**src/rtl/hazard_tracker_pkg.sv**
```systemverilog
// Shared encodings for the D/E/M/W hazard tracker: forwarding selects,
// standard Tnew classes and the "operand not read" Tuse marker.
package hazard_pkg;

    typedef enum logic [1:0] {
        FWD_RF = 2'd0,
        FWD_M  = 2'd1,
        FWD_W  = 2'd2,
        FWD_E  = 2'd3
    } fwd_sel_e;

    localparam int unsigned TNEW_JAL  = 0;
    localparam int unsigned TNEW_ALU  = 1;
    localparam int unsigned TNEW_LOAD = 2;

    localparam int unsigned TUSE_NONE = 3;

endpackage

```
**src/rtl/hazard_tracker_if.sv**
```systemverilog
// Decoder/datapath-facing bundle of the hazard tracker: D-stage operand
// descriptors in, stall and forwarding selects out.
interface hazard_tracker_if #(
    parameter int unsigned AW = 5,
    parameter int unsigned TW = 2
);
    logic          flush;
    logic [AW-1:0] d_rs;
    logic [AW-1:0] d_rt;
    logic [TW-1:0] d_tuse_rs;
    logic [TW-1:0] d_tuse_rt;
    logic [AW-1:0] d_dst;
    logic [TW-1:0] d_tnew;
    logic          d_md_use;
    logic          d_md_start;
    logic          d_md_div;

    logic          stall;
    logic [1:0]    fwd_rs_d;
    logic [1:0]    fwd_rt_d;
    logic [1:0]    fwd_rs_e;
    logic [1:0]    fwd_rt_e;
    logic [1:0]    fwd_rt_m;
    logic          md_busy;

    modport master (
        output flush, d_rs, d_rt, d_tuse_rs, d_tuse_rt, d_dst, d_tnew,
               d_md_use, d_md_start, d_md_div,
        input  stall, fwd_rs_d, fwd_rt_d, fwd_rs_e, fwd_rt_e, fwd_rt_m, md_busy
    );

    modport slave (
        input  flush, d_rs, d_rt, d_tuse_rs, d_tuse_rt, d_dst, d_tnew,
               d_md_use, d_md_start, d_md_div,
        output stall, fwd_rs_d, fwd_rt_d, fwd_rs_e, fwd_rt_e, fwd_rt_m, md_busy
    );
endinterface

```
**src/rtl/hazard_tracker_md_busy_counter.sv**
```systemverilog
// HI/LO unit busy counter: loads the mult or div latency when a start leaves E,
// then counts down to idle.
module md_busy_counter #(
    parameter int unsigned MULT_CYCLES = 5,
    parameter int unsigned DIV_CYCLES  = 10
) (
    input  logic clk,
    input  logic reset,
    input  logic start,
    input  logic isDiv,
    output logic busy
);
    localparam int unsigned MAX_CYCLES = (DIV_CYCLES > MULT_CYCLES) ? DIV_CYCLES : MULT_CYCLES;
    localparam int unsigned CW = $clog2(MAX_CYCLES + 1);

    logic [CW-1:0] cnt;

    // A new start reloads even if a previous operation is still counting.
    always_ff @(posedge clk) begin
        if (reset) begin
            cnt <= '0;
        end else if (start) begin
            cnt <= isDiv ? CW'(DIV_CYCLES) : CW'(MULT_CYCLES);
        end else if (cnt != '0) begin
            cnt <= cnt - CW'(1);
        end
    end

    assign busy = (cnt != '0);

endmodule

```
**src/rtl/hazard_tracker.sv**
```systemverilog
// Tuse/Tnew scoreboard for the D/E/M/W pipeline: tracks destination records
// through E, M and W and produces the D-stage stall plus all forwarding selects.
module hazard_tracker #(
    parameter int unsigned AW          = 5,
    parameter int unsigned TW          = 2,
    parameter int unsigned TUSE_NONE   = 2**TW - 1,
    parameter int unsigned MULT_CYCLES = 5,
    parameter int unsigned DIV_CYCLES  = 10
) (
    input  logic             clk,
    input  logic             reset,
    hazard_tracker_if.slave  hz
);
    import hazard_pkg::*;

    localparam logic [TW-1:0] TUSE_IDLE = TUSE_NONE[TW-1:0];

    logic [AW-1:0] eDst, eRs, eRt;
    logic [TW-1:0] eTnew;
    logic          eMdStart, eMdDiv;

    logic [AW-1:0] mDst, mRt;
    logic [TW-1:0] mTnew;

    logic [AW-1:0] wDst;

    logic          dataStall, mdStall, stall, mdBusy;
    logic [TW-1:0] eTnewDec;

    function automatic logic hits(input logic [AW-1:0] dst, input logic [AW-1:0] addr);
        return (addr != '0) && (dst == addr);
    endfunction

    // Producer in a stage blocks a D reader whose use comes before the result.
    function automatic logic stageBlocks(input logic [AW-1:0] addr, input logic [TW-1:0] tuse,
                                         input logic [AW-1:0] dst,  input logic [TW-1:0] tnew);
        return hits(dst, addr) && (tuse != TUSE_IDLE) && (tuse < tnew);
    endfunction

    function automatic logic stageReady(input logic [AW-1:0] addr,
                                        input logic [AW-1:0] dst, input logic [TW-1:0] tnew);
        return hits(dst, addr) && (tnew == '0);
    endfunction

    function automatic fwd_sel_e selD(input logic [AW-1:0] addr,
                                      input logic [AW-1:0] eD, input logic [TW-1:0] eT,
                                      input logic [AW-1:0] mD, input logic [TW-1:0] mT,
                                      input logic [AW-1:0] wD);
        if (stageReady(addr, eD, eT)) return FWD_E;
        if (stageReady(addr, mD, mT)) return FWD_M;
        if (hits(wD, addr))           return FWD_W;
        return FWD_RF;
    endfunction

    function automatic fwd_sel_e selE(input logic [AW-1:0] addr,
                                      input logic [AW-1:0] mD, input logic [TW-1:0] mT,
                                      input logic [AW-1:0] wD);
        if (stageReady(addr, mD, mT)) return FWD_M;
        if (hits(wD, addr))           return FWD_W;
        return FWD_RF;
    endfunction

    always_comb begin
        dataStall = 1'b0;
        dataStall = stageBlocks(hz.d_rs, hz.d_tuse_rs, eDst, eTnew)
                  | stageBlocks(hz.d_rs, hz.d_tuse_rs, mDst, mTnew)
                  | stageBlocks(hz.d_rt, hz.d_tuse_rt, eDst, eTnew)
                  | stageBlocks(hz.d_rt, hz.d_tuse_rt, mDst, mTnew);
    end

    assign mdStall  = hz.d_md_use && (eMdStart || mdBusy);
    assign stall    = dataStall || mdStall;
    assign eTnewDec = (eTnew == '0) ? '0 : eTnew - TW'(1);

    always_comb begin
        hz.fwd_rs_d = FWD_RF;
        hz.fwd_rt_d = FWD_RF;
        hz.fwd_rs_e = FWD_RF;
        hz.fwd_rt_e = FWD_RF;
        hz.fwd_rt_m = FWD_RF;
        hz.fwd_rs_d = selD(hz.d_rs, eDst, eTnew, mDst, mTnew, wDst);
        hz.fwd_rt_d = selD(hz.d_rt, eDst, eTnew, mDst, mTnew, wDst);
        hz.fwd_rs_e = selE(eRs, mDst, mTnew, wDst);
        hz.fwd_rt_e = selE(eRt, mDst, mTnew, wDst);
        if (hits(wDst, mRt)) hz.fwd_rt_m = FWD_W;
    end

    assign hz.stall   = stall;
    assign hz.md_busy = mdBusy;

    // Flush overrides stall: both E and M become bubbles, W still drains M.
    always_ff @(posedge clk) begin
        if (reset) begin
            eDst     <= '0;
            eRs      <= '0;
            eRt      <= '0;
            eTnew    <= '0;
            eMdStart <= 1'b0;
            eMdDiv   <= 1'b0;
            mDst     <= '0;
            mRt      <= '0;
            mTnew    <= '0;
            wDst     <= '0;
        end else begin
            wDst <= mDst;

            if (hz.flush) begin
                mDst  <= '0;
                mRt   <= '0;
                mTnew <= '0;
            end else begin
                mDst  <= eDst;
                mRt   <= eRt;
                mTnew <= eTnewDec;
            end

            if (hz.flush || stall) begin
                eDst     <= '0;
                eRs      <= '0;
                eRt      <= '0;
                eTnew    <= '0;
                eMdStart <= 1'b0;
                eMdDiv   <= 1'b0;
            end else begin
                eDst     <= hz.d_dst;
                eRs      <= hz.d_rs;
                eRt      <= hz.d_rt;
                eTnew    <= hz.d_tnew;
                eMdStart <= hz.d_md_start;
                eMdDiv   <= hz.d_md_div;
            end
        end
    end

    md_busy_counter #(
        .MULT_CYCLES (MULT_CYCLES),
        .DIV_CYCLES  (DIV_CYCLES)
    ) u_mdCounter (
        .clk   (clk),
        .reset (reset),
        .start (eMdStart && !hz.flush),
        .isDiv (eMdDiv),
        .busy  (mdBusy)
    );

endmodule

```
**src/flat_wrapper.sv**
```systemverilog
// flat-port wrapper written by rule: the top's interface ports become plain ports
module hazard_tracker_flat import hazard_pkg::*;
#(
    parameter int unsigned AW          = 5,
    parameter int unsigned TW          = 2,
    parameter int unsigned TUSE_NONE   = 2**TW - 1,
    parameter int unsigned MULT_CYCLES = 5,
    parameter int unsigned DIV_CYCLES  = 10
)
  (clk, reset, hz_flush, hz_d_rs, hz_d_rt, hz_d_tuse_rs, hz_d_tuse_rt, hz_d_dst, hz_d_tnew, hz_d_md_use, hz_d_md_start, hz_d_md_div, hz_stall, hz_fwd_rs_d, hz_fwd_rt_d, hz_fwd_rs_e, hz_fwd_rt_e, hz_fwd_rt_m, hz_md_busy);
  hazard_tracker_if #(.AW(AW), .TW(TW)) hz_i ();
  input  logic clk;
  input  logic reset;
  input wire logic [$bits(hz_i.flush)-1:0] hz_flush;
  input wire logic [$bits(hz_i.d_rs)-1:0] hz_d_rs;
  input wire logic [$bits(hz_i.d_rt)-1:0] hz_d_rt;
  input wire logic [$bits(hz_i.d_tuse_rs)-1:0] hz_d_tuse_rs;
  input wire logic [$bits(hz_i.d_tuse_rt)-1:0] hz_d_tuse_rt;
  input wire logic [$bits(hz_i.d_dst)-1:0] hz_d_dst;
  input wire logic [$bits(hz_i.d_tnew)-1:0] hz_d_tnew;
  input wire logic [$bits(hz_i.d_md_use)-1:0] hz_d_md_use;
  input wire logic [$bits(hz_i.d_md_start)-1:0] hz_d_md_start;
  input wire logic [$bits(hz_i.d_md_div)-1:0] hz_d_md_div;
  output wire logic [$bits(hz_i.stall)-1:0] hz_stall;
  output wire logic [$bits(hz_i.fwd_rs_d)-1:0] hz_fwd_rs_d;
  output wire logic [$bits(hz_i.fwd_rt_d)-1:0] hz_fwd_rt_d;
  output wire logic [$bits(hz_i.fwd_rs_e)-1:0] hz_fwd_rs_e;
  output wire logic [$bits(hz_i.fwd_rt_e)-1:0] hz_fwd_rt_e;
  output wire logic [$bits(hz_i.fwd_rt_m)-1:0] hz_fwd_rt_m;
  output wire logic [$bits(hz_i.md_busy)-1:0] hz_md_busy;
  assign hz_i.flush = hz_flush;
  assign hz_i.d_rs = hz_d_rs;
  assign hz_i.d_rt = hz_d_rt;
  assign hz_i.d_tuse_rs = hz_d_tuse_rs;
  assign hz_i.d_tuse_rt = hz_d_tuse_rt;
  assign hz_i.d_dst = hz_d_dst;
  assign hz_i.d_tnew = hz_d_tnew;
  assign hz_i.d_md_use = hz_d_md_use;
  assign hz_i.d_md_start = hz_d_md_start;
  assign hz_i.d_md_div = hz_d_md_div;
  assign hz_stall = hz_i.stall;
  assign hz_fwd_rs_d = hz_i.fwd_rs_d;
  assign hz_fwd_rt_d = hz_i.fwd_rt_d;
  assign hz_fwd_rs_e = hz_i.fwd_rs_e;
  assign hz_fwd_rt_e = hz_i.fwd_rt_e;
  assign hz_fwd_rt_m = hz_i.fwd_rt_m;
  assign hz_md_busy = hz_i.md_busy;
  hazard_tracker #(.AW(AW), .TW(TW), .TUSE_NONE(TUSE_NONE), .MULT_CYCLES(MULT_CYCLES), .DIV_CYCLES(DIV_CYCLES)) u_core (.clk(clk), .reset(reset), .hz(hz_i));
endmodule
```
**config.mk**
```make
export PLATFORM = sky130hd
export DESIGN_NAME = hazard_tracker_flat
export DESIGN_NICKNAME = d
export VERILOG_FILES = /design/src/rtl/hazard_tracker_pkg.sv /design/src/rtl/hazard_tracker_if.sv /design/src/rtl/hazard_tracker_md_busy_counter.sv /design/src/rtl/hazard_tracker.sv /design/src/flat_wrapper.sv
export SDC_FILE = /design/constraint.sdc
export NUM_CORES = 1
export LEC_CHECK = 0
export CAP_MARGIN = 0
export CORE_AREA = 2 2 55 95
export DETAILED_ROUTE_END_ITERATION = 16
export DIE_AREA = 0 0 57 97
export GPL_TIMING_DRIVEN = 0
export HOLD_SLACK_MARGIN = 0.15
export PLACE_DENSITY_LB_ADDON = 0.08
export SKIP_LAST_GASP = 1
export SYNTH_ARGS = -nofsm -noshare
export SYNTH_HDL_FRONTEND = slang
export SYNTH_SLANG_ARGS = --single-unit
```
**constraint.sdc**
```tcl
create_clock -name clk -period 1.7 [get_ports clk]
set_input_delay 0.17 -clock clk [delete_from_list [all_inputs] [get_ports clk]]
set_output_delay 0.17 -clock clk [all_outputs]
set_load 0.05 [all_outputs]
```
==> out/results.tsv, run 1 <==
stage	metric	value	unit
cells_and_area	fraction of final layout cells sized beyond drive strength 1	38.91	%
sta	Peak Freq	467.1	MHz
global_routing	number of antenna violations at the first check in global routing	0	
placement	Post-Place Setup Slack	-1.064	ns
status	violations in the final reports	setup timing	
detailed_routing	iteration-0 DRC count of the detailed router	47	
clock_network	number of clock buffers inserted by TritonCTS	5	
worst_setup_path	Worst setup SP type	flip-flop	
global_routing	pin count of the biggest net entering global routing	14	
power_and_ir_drop	PD cells	1036	mW/mm^2
detailed_routing	number of nets still failing antenna checks after routing	0	
synth	instance count of the mapped netlist	274	
cells_and_area	Layout Nets	362	
detailed_routing	per-cell via count in the routed design	5.577	
cells_and_area	footprint of the multi-input gates	0.001702	mm^2
sta	unrepaired setup endpoints after global routing	yes	
worst_hold_path	worst hold path type	primary input to flip-flop	
global_routing	number of global-route vias before repair	2148	
sta	endpoints failing hold	0	
clock_network	hold buffer count at CTS	0	
detailed_routing	number of vias after detailed routing	2125	
floorplanning	number of rows created at floorplan	33	
power_and_ir_drop	Net Sw Power	1.303	mW
global_routing	wire length of the first global-routing pass	10070	um
cells_and_area	share of the core filled with cells in the final layout	72.91	%
cells_and_area	storage element area	832.0	um^2
detailed_routing	Avg WL per Cell	18.29	um
power_and_ir_drop	share of power burned in registers	31.2	%
global_routing	grt total ovfl	0	
sta	Worst Clk Skew	0.006188	ns
synth	largest cells by area after synthesis	sky130_fd_sc_hd__dfxtp_1, sky130_fd_sc_hd__xor2_1, sky130_fd_sc_hd__xnor2_1	
sta	number of failing setup endpoints in the final timing report	18	
power_and_ir_drop	largest voltage drop on the vdd net	1.063	mV
clock_network	H-tree level count	2	
sta	final worst hold slack	0.1793	ns
detailed_routing	final wirelength	6968	um
power_and_ir_drop	proportion of total power due to net switching	36.66	%
placement	placer congestion estimate	0.8672	
floorplanning	Std-Cell Core Area	0.004707	mm^2
global_routing	Total Routing Usage GR	23.61	%
placement	HPWL after detailed placement	4522	um
sta	summed negative setup slack over all endpoints	-4.976	ns
cells_and_area	Area Growth Syn to Fin	49.65	%
floorplanning	Die Outline Area	0.005529	mm^2
clock_network	Max clock buf depth	2	
cells_and_area	Diodes inserted	0	
synth	synthesized area divided by synthesized cell count	8.370	um^2
clock_network	cell at the root of the clock tree	sky130_fd_sc_hd__clkbuf_8	
floorplanning	IO Pins	39	
clock_network	Clock Sinks	40	
worst_setup_path	type of the setup path with the least slack	flip-flop to output pin	
worst_setup_path	largest fanout of any net on the critical path	10	
sta	crit path setup slack, layout	-0.4408	ns
synth	Yosys Warn Count	0	
flow_run	MaxCap Viol Count	0	
clock_network	clock latency on the worst-skew pair	0.30	ns
sta	post-layout min period	2.141	ns
power_and_ir_drop	clock network power share	23.2	%
placement	number of buffers inserted by port buffering	27	
status	status	complete, but fails checks	
cells_and_area	layout filler cell count	348	
synth	share of the yosys chip area belonging to registers	34.92	%
synth	count of cell types in the netlist	35	
worst_setup_path	Critical Path End Type	output pin	
detailed_routing	router iterations before antenna repair	4	
sta	ratio of final minimum period to clock period	125.9	%
detailed_routing	post-route DRC violation count	0	
sta	slew at the pin with the worst max-slew slack	0.6060	ns
synth	Yosys top cell area share	34.92	%
worst_setup_path	arrival time worst endpoint	1.97	ns
floorplanning	overall die height	97	um
power_and_ir_drop	combinational share of power	45.6	%
clock_network	CTS tree	built	
worst_setup_path	required time of the critical path	1.53	ns
power_and_ir_drop	reported leakage power	1.438	nW
synth	netlist area before placement	0.002293	mm^2
sta	number of pins with negative max-slew slack in the final report	0	
power_and_ir_drop	Internal Dissipation	2.252	mW
synth	cell accounting for the most synthesized area	sky130_fd_sc_hd__dfxtp_1	
synth	count of state elements after synthesis	40	
synth	post-synth net total	308	
floorplanning	die width	57	um
power_and_ir_drop	post-layout total power	3.555	mW
floorplanning	starting density of the core	48.72	%
sta	Max-slew headroom	59.60	%
clock_network	Clk pin slew, worst setup/hold paths	0.08	ns
-- worst paths after layout --
| kind | startpoint | end | slack, ns | depth (start not counted) |
|---|---|---|---|---|
| max | u_core.eDst[3] | hz_stall | -0.44 | 6 |
| min | hz_d_rt[0] | u_core.eRt[0] | 0.18 | 3 |
| max reg2reg | u_core.u_mdCounter.cnt[0] | u_core.eRt[0] | -0.31 | 12 |
| min reg2reg | u_core.eDst[1] | u_core.mDst[1] | 0.51 | 1 |
-- through the flow --
stage / std cells / area, um^2
after global routing: 381 / 3432
after CTS: 368 / 3073
after floorplan: 274 / 2454
after global placement: 353 / 2789
after detailed placement: 353 / 2789
final: 381 / 3432
-- final cells by class --
class	count	share of cell area [%]
multi-input combinational	197	49.58
clock inverter	2	1.130
buffer	24	4.703
tap	52	1.896
inverter	6	0.7291
clock buffer	6	2.406
sequential	40	24.24
timing repair buffer	54	15.31
-- critical path, stage by stage, from the launching register on --
cell and delay (ns):
sky130_fd_sc_hd__dfxtp_1 0.41, sky130_fd_sc_hd__xor2_1 0.24, sky130_fd_sc_hd__nor3_2 0.09, sky130_fd_sc_hd__and4_1 0.20, sky130_fd_sc_hd__buf_6 0.17, sky130_fd_sc_hd__or3_4 0.40
sky130_fd_sc_hd__buf_8 0.16
-- Yosys cell counts --
| cell type | n |
|---|---|
| sky130_fd_sc_hd__clkbuf_2 | 8 |
| sky130_fd_sc_hd__buf_4 | 2 |
| sky130_fd_sc_hd__nor2_1 | 15 |
| sky130_fd_sc_hd__nand2_1 | 24 |
| sky130_fd_sc_hd__and4_1 | 1 |
| sky130_fd_sc_hd__xor2_1 | 36 |
| sky130_fd_sc_hd__and2_1 | 10 |
| sky130_fd_sc_hd__o211ai_1 | 1 |
| sky130_fd_sc_hd__o21ai_0 | 3 |
| sky130_fd_sc_hd__conb_1 | 1 |
| sky130_fd_sc_hd__buf_2 | 11 |
| sky130_fd_sc_hd__nand4_1 | 8 |
| sky130_fd_sc_hd__xnor2_1 | 21 |
| sky130_fd_sc_hd__o22ai_1 | 1 |
| sky130_fd_sc_hd__buf_6 | 1 |
| sky130_fd_sc_hd__or3_1 | 1 |
| sky130_fd_sc_hd__inv_1 | 6 |
| sky130_fd_sc_hd__o41ai_1 | 1 |
| sky130_fd_sc_hd__dfxtp_1 | 40 |
| sky130_fd_sc_hd__o31ai_2 | 1 |
| sky130_fd_sc_hd__a21boi_0 | 2 |
| sky130_fd_sc_hd__nor2b_1 | 6 |
| sky130_fd_sc_hd__nand2b_1 | 2 |
| sky130_fd_sc_hd__ha_1 | 7 |
| sky130_fd_sc_hd__or4_1 | 4 |
| sky130_fd_sc_hd__o21ai_1 | 1 |
| sky130_fd_sc_hd__nor3_1 | 10 |
| sky130_fd_sc_hd__a31oi_1 | 1 |
| sky130_fd_sc_hd__nor4_1 | 26 |
| sky130_fd_sc_hd__nand3b_1 | 1 |
| sky130_fd_sc_hd__nor3_2 | 1 |
| sky130_fd_sc_hd__a21oi_1 | 7 |
| sky130_fd_sc_hd__clkbuf_1 | 9 |
| sky130_fd_sc_hd__o311ai_0 | 1 |
| sky130_fd_sc_hd__nand3_1 | 4 |
-- routing by layer --
metal  global-route usage (%)  wire length [um]  vias to the layer above
met5                        0                 0                        -
met4                    14.85               275                        0
met3                    3.877               168                       19
met2                    42.62              4040                       56
met1                    24.00              2483                     1025
li1                         -                 -                     1025
-- cell usage in the layout, fill, tap and decap left out, drive strengths merged, types with 2 or more instances in the layout --
cell	instances
a21boi	2
a21oi	7
and2	10
buf	45
clkbuf	22
clkdlybuf4s50	14
dfxtp	40
dlygate4sd2	2
ha	7
inv	6
nand2	24
nand2b	2
nand3	4
nand4	8
nor2	15
nor2b	6
nor3	11
nor4	26
o21ai	4
or4	4
xnor2	21
xor2	36
-- registers in the layout, indices dropped and copies added, names as in the netlist --
name	cells
u_core.eDst	5
u_core.eRs	5
u_core.eRt	5
u_core.mDst	5
u_core.mRt	5
u_core.wDst	5
u_core.u_mdCounter.cnt	4
u_core.eTnew	2
u_core.mTnew	2
u_core.eMdDiv	1
u_core.eMdStart	1
-- what timing repair did --
item / 4_1_cts / 5_1_grt
pin swaps: 10 / 25
gates resized for setup: 98 / 54
buffers inserted: 10 / 17
endpoints found under the setup margin: 21 / 29
gates cloned: 0 / 1
-- power groups by stage --
stage | Clock [mW] | Combinational (mW) | Sequential [mW]
after floorplan | 0 | 0.965 | 1.10
after global placement | 0 | 1.23 | 1.12
after detailed placement | 0 | 1.25 | 1.12
after CTS | 0.826 | 1.34 | 1.10
after global routing | 0.870 | 1.74 | 1.12
final | 0.825 | 1.62 | 1.11
-- kinds of logic after synthesis --
| logic type | share of synthesized area (%) |
|---|---|
| simple gates | 26.35 |
| xor+xnor | 21.77 |
| flops | 34.92 |
| buf+inv | 7.746 |
| compound gates | 5.237 |
| fa+ha+maj | 3.819 |
| other cells | 0.1635 |
Power figures use the tool's default switching activity.
==> inputs of run 2 (changes only) <==
CAP_MARGIN = 20   (was 0)
SLEW_MARGIN = 20   (was unset)
==> results of run 2 <==
The final DEF is identical to that of run 1; final timing and power are the same.
==> inputs of run 3 (changes only) <==
RECOVER_POWER = 100   (was unset)
==> results of run 3 <==
The final DEF is identical to that of run 1; final timing and power are the same.
